**src/rtl/sd_init_seq_pkg.sv**
```systemverilog
// rtl/sd_init_seq_pkg.sv - SD init command constants and sequencer state/step encodings
package sd_init_seq_pkg;

    localparam logic [5:0] CMD2_IDX   = 6'd2;
    localparam logic [5:0] CMD3_IDX   = 6'd3;
    localparam logic [5:0] CMD7_IDX   = 6'd7;
    localparam logic [5:0] CMD8_IDX   = 6'd8;
    localparam logic [5:0] CMD55_IDX  = 6'd55;
    localparam logic [5:0] ACMD41_IDX = 6'd41;

    localparam logic [31:0] CMD8_ARG       = 32'h0000_01AA;
    localparam logic [11:0] CMD8_CHECK     = 12'h1AA;
    localparam logic [31:0] ACMD41_ARG_HCS = 32'h40FF_8000;
    localparam logic [31:0] ACMD41_ARG_V1  = 32'h00FF_8000;

    typedef enum logic [2:0] {
        ST_IDLE,
        ST_ISSUE,
        ST_WAIT_ACK,
        ST_WAIT_RESP,
        ST_CHECK,
        ST_DELAY,
        ST_DONE,
        ST_FAIL
    } state_t;

    typedef enum logic [2:0] {
        STEP_CMD8,
        STEP_CMD55,
        STEP_ACMD41,
        STEP_CMD2,
        STEP_CMD3,
        STEP_CMD7
    } step_t;

    function automatic logic [5:0] step_index(input step_t s);
        logic [5:0] idx;
        case (s)
            STEP_CMD8:   idx = CMD8_IDX;
            STEP_CMD55:  idx = CMD55_IDX;
            STEP_ACMD41: idx = ACMD41_IDX;
            STEP_CMD2:   idx = CMD2_IDX;
            STEP_CMD3:   idx = CMD3_IDX;
            STEP_CMD7:   idx = CMD7_IDX;
            default:     idx = 6'd0;
        endcase
        return idx;
    endfunction

endpackage

```
**src/rtl/sd_init_seq.sv**
```systemverilog
// rtl/sd_init_seq.sv - SD card-identification sequencer (CMD8/ACMD41/CMD2/CMD3/CMD7)
// Optional CMD8 / HCS flow enabled by defining SD_INIT_CMD8_EN.
module sd_init_seq
    import sd_init_seq_pkg::*;
#(
    parameter int unsigned TIMEOUT_CYCLES = 65535,
    parameter int unsigned MAX_RETRY      = 1023,
    parameter int unsigned RETRY_GAP      = 255
) (
    input  logic         iclk,
    input  logic         irst,
    input  logic         istart,
    output logic         ostart,
    output logic [5:0]   ocmd_index,
    output logic [31:0]  ocmd_arg,
    input  logic [119:0] iresp,
    input  logic         idone,
    output logic         odone,
    output logic         ofail,
    output logic [15:0]  orca,
    output logic         occs
);

    localparam int unsigned TMO_W = (TIMEOUT_CYCLES < 2) ? 1 : $clog2(TIMEOUT_CYCLES + 1);
    localparam int unsigned RTY_W = (MAX_RETRY < 2) ? 1 : $clog2(MAX_RETRY + 1);
    localparam int unsigned GAP_W = (RETRY_GAP < 2) ? 1 : $clog2(RETRY_GAP + 1);

`ifdef SD_INIT_CMD8_EN
    localparam step_t       FIRST_STEP = STEP_CMD8;
    localparam logic [31:0] ACMD41_ARG = ACMD41_ARG_HCS;
`else
    localparam step_t       FIRST_STEP = STEP_CMD55;
    localparam logic [31:0] ACMD41_ARG = ACMD41_ARG_V1;
`endif

    state_t             state_q, state_d;
    step_t              step_q, step_d;
    logic [TMO_W-1:0]   tmo_q, tmo_d;
    logic [RTY_W-1:0]   retry_q, retry_d;
    logic [GAP_W-1:0]   gap_q, gap_d;
    logic               istart_q;
    logic               ostart_q, ostart_d;
    logic [5:0]         cmd_index_q, cmd_index_d;
    logic [31:0]        cmd_arg_q, cmd_arg_d;
    logic               done_q, done_d;
    logic               fail_q, fail_d;
    logic [15:0]        rca_q, rca_d;
    logic               ccs_q, ccs_d;

    logic        start_edge;
    logic [31:0] tmo_inc, retry_inc, gap_inc;
    logic        tmo_hit, retry_hit, gap_hit;
    logic        cmd8_ok, acmd41_ready;
    logic        unused_resp;

    assign start_edge   = istart & ~istart_q;
    assign tmo_inc      = 32'(tmo_q) + 32'd1;
    assign retry_inc    = 32'(retry_q) + 32'd1;
    assign gap_inc      = 32'(gap_q) + 32'd1;
    assign tmo_hit      = (tmo_inc >= TIMEOUT_CYCLES);
    assign retry_hit    = (retry_inc >= MAX_RETRY);
    assign gap_hit      = (gap_inc >= RETRY_GAP);
    assign cmd8_ok      = (iresp[11:0] == CMD8_CHECK);
    assign acmd41_ready = iresp[31];
    assign unused_resp  = ^{iresp[119:32], iresp[15:12]};

    always_ff @(posedge iclk) begin
        if (irst) begin
            state_q     <= ST_IDLE;
            step_q      <= STEP_CMD8;
            tmo_q       <= '0;
            retry_q     <= '0;
            gap_q       <= '0;
            istart_q    <= 1'b0;
            ostart_q    <= 1'b0;
            cmd_index_q <= '0;
            cmd_arg_q   <= '0;
            done_q      <= 1'b0;
            fail_q      <= 1'b0;
            rca_q       <= '0;
            ccs_q       <= 1'b0;
        end else begin
            state_q     <= state_d;
            step_q      <= step_d;
            tmo_q       <= tmo_d;
            retry_q     <= retry_d;
            gap_q       <= gap_d;
            istart_q    <= istart;
            ostart_q    <= ostart_d;
            cmd_index_q <= cmd_index_d;
            cmd_arg_q   <= cmd_arg_d;
            done_q      <= done_d;
            fail_q      <= fail_d;
            rca_q       <= rca_d;
            ccs_q       <= ccs_d;
        end
    end

    always_comb begin
        state_d = state_q;
        case (state_q)
            ST_IDLE, ST_DONE, ST_FAIL: if (start_edge) state_d = ST_ISSUE;
            ST_ISSUE:                  state_d = ST_WAIT_ACK;
            ST_WAIT_ACK: begin
                if (!idone)       state_d = ST_WAIT_RESP;
                else if (tmo_hit) state_d = ST_FAIL;
            end
            ST_WAIT_RESP: begin
                if (idone)        state_d = ST_CHECK;
                else if (tmo_hit) state_d = ST_FAIL;
            end
            ST_CHECK: begin
                case (step_q)
                    STEP_CMD8:   state_d = cmd8_ok ? ST_ISSUE : ST_FAIL;
                    STEP_ACMD41: begin
                        if (acmd41_ready)   state_d = ST_ISSUE;
                        else if (retry_hit) state_d = ST_FAIL;
                        else                state_d = ST_DELAY;
                    end
                    STEP_CMD7:   state_d = ST_DONE;
                    default:     state_d = ST_ISSUE;
                endcase
            end
            ST_DELAY: if (gap_hit) state_d = ST_ISSUE;
            default:  state_d = ST_IDLE;
        endcase
    end

    // ostart is high exactly while waiting for the driver to go busy
    always_comb begin
        ostart_d    = (state_d == ST_WAIT_ACK);
        done_d      = (state_d == ST_DONE);
        fail_d      = (state_d == ST_FAIL);
        step_d      = step_q;
        tmo_d       = tmo_q;
        retry_d     = retry_q;
        gap_d       = gap_q;
        cmd_index_d = cmd_index_q;
        cmd_arg_d   = cmd_arg_q;
        rca_d       = rca_q;
        ccs_d       = ccs_q;
        case (state_q)
            ST_IDLE, ST_DONE, ST_FAIL: begin
                if (start_edge) begin
                    step_d  = FIRST_STEP;
                    retry_d = '0;
                end
            end
            ST_ISSUE: begin
                cmd_index_d = step_index(step_q);
                tmo_d       = '0;
                case (step_q)
                    STEP_CMD8:   cmd_arg_d = CMD8_ARG;
                    STEP_ACMD41: cmd_arg_d = ACMD41_ARG;
                    STEP_CMD7:   cmd_arg_d = {rca_q, 16'h0000};
                    default:     cmd_arg_d = 32'h0000_0000;
                endcase
            end
            ST_WAIT_ACK, ST_WAIT_RESP: tmo_d = TMO_W'(tmo_inc);
            ST_CHECK: begin
                case (step_q)
                    STEP_CMD8:   step_d = STEP_CMD55;
                    STEP_CMD55:  step_d = STEP_ACMD41;
                    STEP_ACMD41: begin
                        if (acmd41_ready) begin
                            ccs_d  = iresp[30];
                            step_d = STEP_CMD2;
                        end else begin
                            retry_d = RTY_W'(retry_inc);
                            gap_d   = '0;
                        end
                    end
                    STEP_CMD2:   step_d = STEP_CMD3;
                    STEP_CMD3: begin
                        rca_d  = iresp[31:16];
                        step_d = STEP_CMD7;
                    end
                    default:     step_d = step_q;
                endcase
            end
            ST_DELAY: begin
                gap_d = GAP_W'(gap_inc);
                if (gap_hit) step_d = STEP_CMD55;
            end
            default: ;
        endcase
    end

    assign ostart     = ostart_q;
    assign ocmd_index = cmd_index_q;
    assign ocmd_arg   = cmd_arg_q;
    assign odone      = done_q;
    assign ofail      = fail_q;
    assign orca       = rca_q;
    assign occs       = ccs_q;

endmodule

```
**config.mk**
```make
export PLATFORM = sky130hd
export DESIGN_NAME = sd_init_seq
export DESIGN_NICKNAME = d
export VERILOG_FILES = /design/src/rtl/sd_init_seq_pkg.sv /design/src/rtl/sd_init_seq.sv
export SDC_FILE = /design/constraint.sdc
export NUM_CORES = 1
export LEC_CHECK = 0
export ABC_CLOCK_PERIOD_IN_PS = 3650
export CAP_MARGIN = 10
export CORE_ASPECT_RATIO = 1.5
export CORE_MARGIN = 3
export CORE_UTILIZATION = 30
export CTS_CLUSTER_SIZE = 40
export DETAILED_ROUTE_END_ITERATION = 7
export PLACE_DENSITY_LB_ADDON = 0.25
export RECOVER_POWER = 100
export SYNTH_ARGS = -nofsm -noshare
export SYNTH_HDL_FRONTEND = slang
export SYNTH_SLANG_ARGS = --single-unit
```
**constraint.sdc**
```tcl
create_clock -name iclk -period 3.65 [get_ports iclk]
set_input_delay 0.5475 -clock iclk [delete_from_list [all_inputs] [get_ports iclk]]
set_output_delay 0.5475 -clock iclk [all_outputs]
set_load 0.05 [all_outputs]
```
== Word-level counts from Yosys, hierarchy flattened ==
Index checks and enable logic that the tools add are counted.

* Register bits after elaboration: 99
* Latch bits: 0
* Memory bits (writable): 0
* ROM bits: 0
* Bits of input ports: 124
* Memories: 0

* Add/sub/neg operators: 3
* $mul: 0
* Div/mod/pow operators: 0
* Order comparisons: 3
* Equality and inequality tests: 22
* Shift-type cells: 0
* Mux-type cells: 25
* Bitwise gates (word level): 2
* Reduce and logical (&&, ||, !) cells: 13

{| class="wikitable"
|+ Operators with widths
! operator !! number
|-
| case mux 32 bit (3 select lines) || 1
|-
| case mux 6 bit (6 select lines) || 1
|-
| case mux 16 bit (2 select lines) || 1
|-
| 2-to-1 mux 10 bit || 3
|-
| 2-to-1 mux 3 bit || 10
|-
| equality test 3 bit, second input constant || 8
|-
| case mux 10 bit (2 select lines) || 1
|-
| case mux 3 bit (3 select lines) || 2
|-
| case mux 3 bit (6 select lines) || 1
|-
| adder 16 x 1 -> 17 bit, second input constant || 1
|-
| >= comparator 17 x 16 -> 1 bit, second input constant || 1
|-
| 2-to-1 mux 8 bit || 2
|-
| case mux 8 bit (2 select lines) || 1
|-
| equality test 3 x 2 -> 1 bit, second input constant || 5
|-
| case mux 3 bit (5 select lines) || 1
|-
| equality test 12 x 9 -> 1 bit, second input constant || 1
|-
| adder 10 x 1 -> 11 bit, second input constant || 1
|-
| >= comparator 11 x 10 -> 1 bit, second input constant || 1
|-
| adder 8 x 1 -> 9 bit, second input constant || 1
|-
| >= comparator 9 x 8 -> 1 bit, second input constant || 1
|-
| != test 2 bit, second input constant || 4
|-
| equality test 3 x 1 -> 1 bit, second input constant || 2
|-
| zero test 3 bit || 2
|-
| != test 6 x 2 -> 1 bit, second input constant || 1
|-
| 12 further kinds || 15
|}

== Longest topological paths before layout ==
* Word-level depth: 7
* Mapped depth: 9

== Worst setup path before layout ==
OpenSTA, ideal clock, no wires.

* Path kind: register -> register
* Start: register tmo_q[0]
* End: register ostart_q, in the netlist ostart
* Setup time: 0.137 ns
* Arrival: 1.960 ns
* Data required time: 3.513 ns
* Setup slack: 1.553 ns
* Stages on the path, launching flop included: 9
* Buffers on the path: 0
* Clock period less this slack: 2.097 ns
* Cells stage by stage: dfxtp_1 inv_1 ha_1 nor2_1 o21ai_0 or4_1 a211oi_1 a21oi_2 nor3b_2

* Cells in the longest elaborated chain, start to end: 6
* Elaborated cells on any way between the ends: 7
* Those cells by class: add/sub: 1; order compare: 1; eq/ne: 1; mux: 4

{| class="wikitable"
|+ RTL lines
! element !! RTL line !! text
|-
| start, declared || sd_init_seq.sv:38 || <nowiki>logic [TMO_W-1:0] tmo_q, tmo_d;</nowiki>
|-
| start signal, assigned || sd_init_seq.sv:85 || <nowiki>tmo_q <= tmo_d;</nowiki>
|-
| adder 16 x 1 -> 17 bit * || sd_init_seq.sv:57 || <nowiki>assign tmo_inc = 32'(tmo_q) + 32'd1;</nowiki>
|-
| >= comparator 17 x 16 -> 1 bit * || sd_init_seq.sv:60 || <nowiki>assign tmo_hit = (tmo_inc >= TIMEOUT_CYCLES);</nowiki>
|-
| 2-to-1 mux 3 bit * || sd_init_seq.sv:106, sd_init_seq.sv:110 ||
|-
| 2-to-1 mux 3 bit (on tied branches) || sd_init_seq.sv:109, sd_init_seq.sv:105 ||
|-
| case mux 3 bit (6 select lines) * || sd_init_seq.sv:101 || <nowiki>case (state_q)</nowiki>
|-
| equality test 3 x 2 -> 1 bit * || sd_init_seq.sv:131 || <nowiki>ostart_d = (state_d == ST_WAIT_ACK);</nowiki>
|-
| end signal, assigned || sd_init_seq.sv:89 || <nowiki>ostart_q <= ostart_d;</nowiki>
|-
| end, declared || sd_init_seq.sv:42 || <nowiki>logic ostart_q, ostart_d;</nowiki>
|}

Mark *: on every way between the ends. The rest lies on a longest branch, timed or not.
A chain may end at the register's enable or synchronous reset.

== Final worst setup path ==
* Start: input iresp[31]
* End: register ostart_q, in the netlist ostart

* Cells in the longest elaborated chain, start to end: 4

{| class="wikitable"
|+ RTL lines
! element !! RTL line !! text
|-
| start, declared || sd_init_seq.sv:16 || <nowiki>input logic [119:0] iresp,</nowiki>
|-
| 2-to-1 mux 3 bit || sd_init_seq.sv:116 || <nowiki>if (acmd41_ready) state_d = ST_ISSUE;</nowiki>
|-
| case mux 3 bit (3 select lines) || sd_init_seq.sv:113 || <nowiki>case (step_q)</nowiki>
|-
| case mux 3 bit (6 select lines) || sd_init_seq.sv:101 ||
|-
| equality test 3 x 2 -> 1 bit || sd_init_seq.sv:131 ||
|}

No other way between the ends.

==> results.toml <==
[outcome]
outcome = "finished with violations"
failed_checks = "max-capacitance violations, max-slew violations"

[setup_path]
worst_r2r_startpoint = "state_q[2]$_SDFF_PP0_"
setup.worst_path.start = "iresp[31]"
crit_type = "in -> reg"
timing.critical_path.cells = "dlygate4sd3_1, nor4b_1, clkbuf_1, nand3_1, clkbuf_1, o21ai_0, or4_1, a21oi_2, nor3b_2"
worst-path-max-fanout = 13
worst_path_max_delay_cell = "sky130_fd_sc_hd__dlygate4sd3_1"
cp-start-kind = "input pin"
required_time_at_the_worst_slack_endpoint_ps = 3910
r2r_setup_slk_ps = 980
endpoint_kind = "register"
r2r_cells = 7
path_common_cell = "sky130_fd_sc_hd__clkbuf_1"
maximum_cell_stage_delay_along_the_critical_path_ps = 620
arrival_ps = 3130

[placement]
hpwl_dp_um = 7610
worst_slack_at_placement_ps = 830
dp_cells = 740
routabilityCongestion = 0.892
io_buffer_count = 79
post_dp_cell_area_mm2 = 0.00503

[synth]
synth-edff-count = 0
synthesis.area_per_instance_um2 = 7.91
post-synth-top-area-cell = "sky130_fd_sc_hd__dfxtp_1"
mappedNetlistArea_mm2 = 0.00420
synth_cell_type_count = 54
post-synth-top-area-fraction_pct = 40.5
synth_sequential_area_ratio_pct = 40.5
asyncSetResetFlopFracSynth_pct = 0
count_of_synthesis_stage_warnings_from_yosys = 0
post_synthesis_sequential_element_count = 85
netlist_instances = 531
ys_dominant_reg_cell = "sky130_fd_sc_hd__dfxtp_1"
synth_area_leaders = "sky130_fd_sc_hd__dfxtp_1 (41%), sky130_fd_sc_hd__nor2_1 (8.5%), sky130_fd_sc_hd__a21oi_1 (5.6%)"

[timing]
slew-limit-headroom_pct = -27.8
setup_ws_post_layout_ps = 777
period_share_pct = 78.7
fmax_mhz = 348
tns_ps = 0
timing.final.max_slew_violations = 43
hold_violation_count_in_the_final_report = 0
timing.clock.skew_ps = 6.20
tightest_slew_ps = 1920
finalCriticalPeriod_ps = 2870
final-setup-viol-count = 0
grt_setup_unrepaired = "false"

[layout]
final_cells = 755
final_design_area_no_fill_mm2 = 0.00530
design.final.nets = 719
final_cell_mix = "sky130_fd_sc_hd__nor2_1 (95), sky130_fd_sc_hd__dfxtp_1 (85), sky130_fd_sc_hd__dlygate4sd3_1 (49), sky130_fd_sc_hd__a21oi_1 (47), sky130_fd_sc_hd__nand2_1 (32)"
layout.cells.most_common = "sky130_fd_sc_hd__nor2_1"
insertedDiodeCount = 0
areaGrowthSynthToFinish_pct = 26.2
drive_gt1_share_pct = 4.38

[route]
wl_per_cell_um = 14.2
drt_wl_total_um = 10800
initialDrtViolationCount = 273
route.detailed.vias_per_inst = 5.22
drc = 0
drt_pre_antenna_iters = 4
final_antenna_net_count = 0
vias = 3942

[clock_network]
clk_pin_slew_ps = 70
clock_tree.buffer_depth = 2
post_cts.resized_instances = 0
clock_latency_ps = 340
cts-buffers-inserted = 9
cts_setup_buffers = 0
cts_root_buf = "sky130_fd_sc_hd__clkbuf_16"
h-tree-depth = 3
cts-hold-fix-buffers = 0
cts_tree = "yes"
cts_num_sinks = 85

[global_route]
track_usage_pct = 14.5
grt_max_degree = 43
antenna_found_initial = 0
via_count_of_the_first_global_routing_pass = 3774
global_route_wire_length_before_repair_um = 18100
grt_overflow = 0

[floorplan]
start_util_pct = 30.9
fp.coreArea_mm2 = 0.0136
design.die.area_mm2 = 0.0155
die_height_um = 151
design.portCount = 182
floorplan.rows = 52
die_width_um = 103

[hold_path]
worstHoldStart = "ocmd_index[3]$_SDFFE_PP0N_"
whs_path_depth = 2
min_path_type = "reg -> reg"

[pwr]
power-per-cell-area_mw_per_mm2 = 429
totalPowerFinal_w = 0.00227
power.leakage_nw = 2.09
power.ir.vdd_worst_uv = 213

[run]
cap_violations = 1
registers in the layout, indices dropped and copies added, names as in the netlist:
signal	flops
odone	1
ocmd_arg	18
occs	1
istart_q	1
ofail	1
state_q	3
step_q	3
orca	16
tmo_q	16
gap_q	8
ostart	1
retry_q	10
ocmd_index	6
synth_stat cells (3+ instances only):
| cell | instances |
|---|---|
| sky130_fd_sc_hd__a211oi_1 | 10 |
| sky130_fd_sc_hd__a21oi_1 | 47 |
| sky130_fd_sc_hd__a22oi_1 | 10 |
| sky130_fd_sc_hd__a311oi_1 | 4 |
| sky130_fd_sc_hd__a31oi_1 | 5 |
| sky130_fd_sc_hd__and3_1 | 9 |
| sky130_fd_sc_hd__and4_1 | 3 |
| sky130_fd_sc_hd__buf_2 | 8 |
| sky130_fd_sc_hd__buf_4 | 14 |
| sky130_fd_sc_hd__clkbuf_1 | 26 |
| sky130_fd_sc_hd__dfxtp_1 | 85 |
| sky130_fd_sc_hd__ha_1 | 6 |
| sky130_fd_sc_hd__inv_1 | 9 |
| sky130_fd_sc_hd__mux2i_1 | 18 |
| sky130_fd_sc_hd__nand2_1 | 32 |
| sky130_fd_sc_hd__nand2b_1 | 3 |
| sky130_fd_sc_hd__nand3_1 | 19 |
| sky130_fd_sc_hd__nand3b_1 | 6 |
| sky130_fd_sc_hd__nand4_1 | 8 |
| sky130_fd_sc_hd__nor2_1 | 95 |
| sky130_fd_sc_hd__nor2b_1 | 4 |
| sky130_fd_sc_hd__nor3_1 | 27 |
| sky130_fd_sc_hd__nor4_1 | 7 |
| sky130_fd_sc_hd__o21ai_0 | 24 |
| sky130_fd_sc_hd__or3_1 | 6 |
| sky130_fd_sc_hd__or4_1 | 4 |
| sky130_fd_sc_hd__xnor2_1 | 5 |
path summary, 6_finish.rpt:
| path | endpoint |
|---|---|
| worst max register to register | orca[1]$_SDFFE_PP0P_ |
| worst min register to register | ocmd_index[3]$_SDFFE_PP0N_ |
| worst min-delay path | ocmd_index[3]$_SDFFE_PP0N_ |
| worst max-delay path | ostart$_SDFF_PP0_ |
layer usage:
| metal | vias to the layer above | GRT usage, % | wire length [µm] |
|---|---|---|---|
| met5 | - | 0 | 0 |
| met4 | 0 | 6.43 | 191 |
| met1 | 1845 | 17.1 | 4510 |
| met3 | 13 | 4.33 | 689 |
| met2 | 112 | 23.9 | 5360 |
| li1 | 1972 | - | - |
final cells by class:
type / instances / area, µm²
clock buffers: 9 / 225
clock inverters: 6 / 70.1
fillers: 1380 / 8300
inverters: 9 / 33.8
multi-input cells: 397 / 2240
flip-flops and latches: 85 / 1700
well taps: 162 / 203
repair buffers: 87 / 823
kinds of logic (layout without fill, tap and decap cells):
logic type,after synthesis,count (layout),share of synthesized area [%]
XOR/XNOR,7,7,1.46
other,1,10,0.0893
flip-flops,85,85,40.5
buffers and inverters,58,111,6.85
adder cells (fa/ha/maj),6,6,1.79
AND/OR/NAND/NOR,240,240,28.2
AO/OA/AOI/OAI,114,114,16.3
multiplexers,20,20,4.83
report_power, final:
part | switching [W] | leakage (nW) | internal, W
Combinational | 0.000254 | 1.27 | 0.000119
Clock | 0.000385 | 0.135 | 0.000531
Sequential | 0.0000307 | 0.687 | 0.000954
critical path, delay by kind of cell:
family,cells,cell delay [ps]
AO/OA/AOI/OAI,2,350
AND/OR/NAND/NOR,4,930
buffers and inverters,3,1290
through the flow:
| stage | hold WS (ps) | utilization, % |
|---|---|---|
| 2_1_floorplan | 450 | - |
| 3_3_place_gp | 444 | 37.0 |
| 3_5_place_dp | 449 | 37.0 |
| 4_1_cts | 455 | 39.2 |
| 5_1_grt | 473 | 39.0 |
| 6_report | 452 | 39.0 |
No activity file was read; power rests on OpenSTA's default activity.
